**src/rtl/ultrasonic_echo_receiver.sv**
```systemverilog
// ============================================================================
// ultrasonic_echo_receiver : 40 kHz echo burst qualifier with time-of-flight timer.
// Optional build macro: ECHO_GLITCH_FILTER_EN (3-tap majority filter).  Rev 1.0
// ============================================================================
`timescale 1ns/1ps
`default_nettype none

module ultrasonic_echo_receiver #(
  parameter int PERIOD_NOM     = 1250,
  parameter int PERIOD_TOL     = 62,
  parameter int LOCK_CYCLES    = 4,
  parameter int BLANK_CYCLES   = 10000,
  parameter int TIMEOUT_CYCLES = 1000000,
  parameter int TOF_W          = 20
) (
  input  logic             CLK,
  input  logic             RST_N,
  input  logic             start,
  input  logic             rx_in,
  output logic             busy,
  output logic [TOF_W-1:0] tof,
  output logic             tof_valid,
  output logic             timeout,
  output logic [10:0]      last_period
);

  localparam int              c_vw         = $clog2(LOCK_CYCLES + 1);
  localparam logic [10:0]     c_pmax       = 11'd2047;
  localparam logic [10:0]     c_win_lo     = 11'(PERIOD_NOM - PERIOD_TOL);
  localparam logic [10:0]     c_win_hi     = 11'(PERIOD_NOM + PERIOD_TOL);
  localparam logic [TOF_W-1:0] c_blank_end = TOF_W'(BLANK_CYCLES - 1);
  localparam logic [TOF_W-1:0] c_tmo_end   = TOF_W'(TIMEOUT_CYCLES - 1);
  localparam logic [c_vw-1:0] c_lock_last  = c_vw'(LOCK_CYCLES - 1);

  typedef enum logic [1:0] {
    S_IDLE   = 2'd0,
    S_BLANK  = 2'd1,
    S_LISTEN = 2'd2
  } state_t;

  state_t            r_state;
  logic              r_sync1;
  logic              r_sync2;
  logic              r_clean_d;
  logic              r_edge;
  logic              w_clean;
  logic [TOF_W-1:0]  r_timer;
  logic [10:0]       r_pcnt;
  logic              r_run;
  logic [TOF_W-1:0]  r_run_start;
  logic [c_vw-1:0]   r_valid_cnt;
  logic [10:0]       w_period;
  logic              w_in_win;
  logic              w_lock;
  logic              w_tmo;

  always_ff @(posedge CLK or negedge RST_N) begin
    if (!RST_N) begin
      r_sync1 <= 1'b0;
      r_sync2 <= 1'b0;
    end else begin
      r_sync1 <= rx_in;
      r_sync2 <= r_sync1;
    end
  end

`ifdef ECHO_GLITCH_FILTER_EN
  logic r_tap1;
  logic r_tap2;
  logic r_filt;

  // Majority over three consecutive samples rejects single-clock pulses.
  always_ff @(posedge CLK or negedge RST_N) begin
    if (!RST_N) begin
      r_tap1 <= 1'b0;
      r_tap2 <= 1'b0;
      r_filt <= 1'b0;
    end else begin
      r_tap1 <= r_sync2;
      r_tap2 <= r_tap1;
      r_filt <= (r_sync2 & r_tap1) | (r_sync2 & r_tap2) | (r_tap1 & r_tap2);
    end
  end

  assign w_clean = r_filt;
`else
  assign w_clean = r_sync2;
`endif

  always_ff @(posedge CLK or negedge RST_N) begin
    if (!RST_N) begin
      r_clean_d <= 1'b0;
      r_edge    <= 1'b0;
    end else begin
      r_clean_d <= w_clean;
      r_edge    <= w_clean & ~r_clean_d;
    end
  end

  // The counter reads one less than the edge spacing when the next edge arrives.
  assign w_period = (r_pcnt == c_pmax) ? c_pmax : r_pcnt + 11'd1;
  assign w_in_win = (w_period >= c_win_lo) && (w_period <= c_win_hi);
  assign w_lock   = (r_state == S_LISTEN) && r_edge && r_run && w_in_win &&
                    (r_valid_cnt == c_lock_last);
  assign w_tmo    = (r_state != S_IDLE) && (r_timer == c_tmo_end);

  always_ff @(posedge CLK or negedge RST_N) begin
    if (!RST_N) begin
      r_state     <= S_IDLE;
      r_timer     <= '0;
      r_pcnt      <= '0;
      r_run       <= 1'b0;
      r_run_start <= '0;
      r_valid_cnt <= '0;
      busy        <= 1'b0;
      tof         <= '0;
      tof_valid   <= 1'b0;
      timeout     <= 1'b0;
      last_period <= '0;
    end else begin
      tof_valid <= 1'b0;
      timeout   <= 1'b0;

      if (r_edge) begin
        last_period <= w_period;
      end

      if (r_state == S_BLANK) begin
        r_pcnt <= c_pmax;
      end else if (r_edge) begin
        r_pcnt <= '0;
      end else if (r_pcnt != c_pmax) begin
        r_pcnt <= r_pcnt + 11'd1;
      end

      if (w_lock) begin
        tof       <= r_run_start;
        tof_valid <= 1'b1;
      end else if (w_tmo) begin
        timeout <= 1'b1;
      end

      if (start) begin
        r_state     <= S_BLANK;
        r_timer     <= '0;
        r_run       <= 1'b0;
        r_valid_cnt <= '0;
        busy        <= 1'b1;
      end else if (w_lock || w_tmo) begin
        r_state <= S_IDLE;
        r_run   <= 1'b0;
        busy    <= 1'b0;
      end else if (r_state != S_IDLE) begin
        r_timer <= r_timer + TOF_W'(1);
        if (r_state == S_BLANK) begin
          if (r_timer == c_blank_end) begin
            r_state     <= S_LISTEN;
            r_run       <= 1'b0;
            r_valid_cnt <= '0;
          end
        end else if (r_edge) begin
          if (!r_run || !w_in_win) begin
            r_run_start <= r_timer;
            r_valid_cnt <= '0;
            r_run       <= 1'b1;
          end else begin
            r_valid_cnt <= r_valid_cnt + c_vw'(1);
          end
        end else if (r_pcnt > c_win_hi) begin
          r_run <= 1'b0;
        end
      end
    end
  end

endmodule

`default_nettype wire
```
**config.mk**
```make
export PLATFORM = sky130hd
export DESIGN_NAME = ultrasonic_echo_receiver
export DESIGN_NICKNAME = d
export VERILOG_FILES = /design/src/rtl/ultrasonic_echo_receiver.sv
export SDC_FILE = /design/constraint.sdc
export NUM_CORES = 1
export LEC_CHECK = 0
export CAP_MARGIN = 0
export CORE_UTILIZATION = 65
export CTS_CLUSTER_DIAMETER = 50
export DETAILED_ROUTE_END_ITERATION = 12
export DONT_BUFFER_PORTS = 1
export GPL_TIMING_DRIVEN = 0
export PLACE_DENSITY = 0.81
export SLEW_MARGIN = 20
export SYNTH_ARGS = -nofsm -noshare
export SYNTH_HDL_FRONTEND = slang
export SYNTH_SLANG_ARGS = --single-unit
```
**constraint.sdc**
```tcl
create_clock -name CLK -period 5.7 [get_ports CLK]
set_input_delay 0.855 -clock CLK [delete_from_list [all_inputs] [get_ports CLK]]
set_output_delay 0.855 -clock CLK [all_outputs]
set_load 0.01 [all_outputs]
```
==> qor.txt <==
CP max-delay cell - dfrtp_1
nets - 446
Via density - 6.292
Core Region - 6869 µm²
synthesized instance count - 426
Buf/Inv on CP - 4
Clock Pin Slew Worst Setup and Hold Paths - 100 ps
non-filler cells, final - 538
fraction of layout cells with a size suffix above 1 - 19.00%
Synth top area share - 51.03%
met1 usage - 42.23%
Netlist cell types - 54
GRT Total Usage - 28.20%
fill count - 518
port bufs - 0
Pwr Total - 1.106 mW
Post-route DRC - 0
total number of vias - 3385
initial drt markers - 356
Slew HR - 60.14%
r2r setup slk - 2550 ps
Max VDD drop - 0.1713 mV
wire per inst - 17.88 µm
final worst-path cycle share - 55.27%
antenna violations before repair - 0
Post-synth top cells - dfrtp_1 (95), nor2_1 (37), a21oi_1 (28), mux2_2 (23), o21ai_0 (21)
first-pass GRT wire length - 16350 µm
post-CTS setup repair buffer count - 0
Final Critical Period - 3150 ps
# IOs - 38
top-count cell post-synth - dfrtp_1
multi-input logic area - 2076 µm²
Max Fclk - 317.4 MHz
worst setup path class - flip-flop to flip-flop
status - completed
crit-path cells - ha_1 -> buf_2 -> inv_1 -> nor3_1 -> a221o_1 -> nand4_1 -> nor3_2 -> buf_4 -> buf_4 -> mux2_2
Final TNS setup - 0 ps
Final Setup Violations - 0
Ys Warns - 0
R2R cell count - 10
worst hold path type - input pin to asynchronous set/reset pin
register area - 2377 µm²
Setup Skew - 9.464 ps
CP endpoint kind - flip-flop
Seq cells post-synth - 95
CTS Buf Count - 9
largest net degree at the start of global routing - 96
final wirelength - 9621 µm
Synth area leaders - dfrtp_1 (51%), mux2_4 (6.4%), mux2_2 (5.6%)
Antenna Cells - 0
GR Util met2 - 40.84%
total iterations of the first detailed-routing run - 5
Cell Count Post-Placement - 522
gr busiest metal - met1
CP top delay family - simple AND/OR/NAND/NOR gates
vias in the first global route - 3294
crit path max fanout - 10
crit-path max cell delay - 490 ps
Hold Fails Final Rpt - 0
Post-synth EDFFs - 0
Initial Util - 67.81%
Synth area leader - dfrtp_1
Most used DFF post-synth - dfrtp_1
CP arrival - 3400 ps
ys async rst share - 100.0%
Seq/Total Area, Yosys - 51.03%
CTS max path bufs - 2
synthesized cell area - 4658 µm²
Core Rows - 30
Worst Setup Start Kind - flip-flop
Die Span Y - 86.66 µm
Worst-Margin Slew - 593.3 ps
Root Buffer - clkbuf_8
FF-to-FF Start - r_pcnt[1]
# clock sinks - 95
Critical Path RT - 5950 ps
RSZ-0062 raised after global routing - false
Antenna Nets Post-Route - 0
Die ar. - 7509 µm²
hold buffers post-CTS - 0
HPWL Detailed - 6475 µm
FF-to-FF End - tof[16]
routability cong. - 0.9002
CTS tree - done
Avg Cell Area, Syn - 10.93 µm²
routing usage on met3 - 5.810%
Most common cell on crit path - buf_4
CTS resizes - 0
Die Width - 86.66 µm
GRT overflow - 0
clock latency on the worst-skew pair - 360 ps
Leak - 2.217 nW
Power Density - 223.1 nW/µm²
Area Growth Syn to Fin - 6.393%
max_cap viols - 0
H-tree depth - 3
Max Slew Vio Count - 0
syn nets - 435
-- stage by stage --
stage               setup slack (ps)  hold WS (ps)  area, µm²  utilization (%)
floorplan                       3216         331.2       4658                -
global placement                2670         341.2       4778            69.56
detailed placement              2652         341.1       4778            69.56
CTS                             2629         170.1       4956            72.15
global route                    2337         160.3       4956            72.15
finish                          2550         184.8       4956            72.15
-- report_power, final --
group,internal [mW],switching [mW],leakage (nW),total [mW]
Sequential,0.678,0.00392,1.19,0.682
Clock,0.165,0.242,0.0843,0.407
Combinational,0.00572,0.0111,0.939,0.0168
Total,0.849,0.257,2.22,1.11
-- worst max path at each step --
stage | slack [ps] | start | depth (start not counted) | to
after floorplan | 3220 | r_pcnt[1] | 10 | tof[10]
after global placement | 2670 | r_pcnt[1] | 10 | tof[15]
after detailed placement | 2650 | r_pcnt[1] | 10 | tof[16]
after CTS | 2630 | r_pcnt[1] | 10 | tof[16]
after global routing | 2340 | r_pcnt[1] | 10 | tof[18]
final | 2550 | r_pcnt[1] | 10 | tof[16]
-- flip-flops by register name (all words and copies together), names as in the netlist --
| signal | count |
|---|---|
| tof_valid | 1 |
| r_timer | 20 |
| r_run | 1 |
| r_valid_cnt | 3 |
| r_edge | 1 |
| timeout | 1 |
| r_sync2 | 1 |
| r_pcnt | 11 |
| r_clean_d | 1 |
| r_sync1 | 1 |
| r_state | 2 |
| last_period | 11 |
| tof | 20 |
| r_run_start | 20 |
| busy | 1 |
-- cell families (layout without fill, tap and decap cells) --
kind of cell / Yosys count / in the layout / share of synthesized area (%)
xor+xnor: 7 / 7 / 1.316
compound gates: 82 / 82 / 11.01
flops: 95 / 95 / 51.03
mux: 48 / 48 / 13.13
buf+inv: 41 / 57 / 4.405
simple gates: 148 / 148 / 17.75
fa+ha+maj: 5 / 5 / 1.343
-- cell type report --
type / count / area share (%)
sequential: 95 / 47.97
multi-input combinational: 290 / 41.88
buffer: 28 / 3.156
clock buffer: 10 / 2.575
tap: 96 / 2.424
clock inverter: 6 / 1.010
inverter: 13 / 0.9846
-- placed cells by master (no fill, tap or decap), types with 3 or more instances in the layout --
master / n
o41ai_1: 3
nand4_1: 9
o21bai_1: 3
a31oi_1: 5
nor2_1: 37
buf_4: 6
buf_2: 4
ha_1: 5
or4_1: 12
mux2_4: 20
mux2_2: 23
dfrtp_1: 95
or2_2: 3
mux2i_1: 3
nand2b_1: 6
o21ai_0: 21
nor3b_1: 4
nor2b_1: 11
and3_1: 7
inv_1: 12
buf_6: 3
nand2_1: 19
or3_1: 5
xnor2_1: 5
a21oi_1: 28
clkbuf_8: 9
clkbuf_1: 15
nand3_1: 11
nor4_1: 7
nor3_1: 7
inv_6: 4
o31ai_1: 8
-- metal layers --
| layer | share of wire (%) | vias up |
|---|---|---|
| li1 | - | 1554 |
| met2 | 45 | 144 |
| met1 | 46 | 1671 |
| met3 | 7.0 | 16 |
| met5 | 0 | - |
| met4 | 1.4 | 0 |
Power figures use the tool's default switching activity.
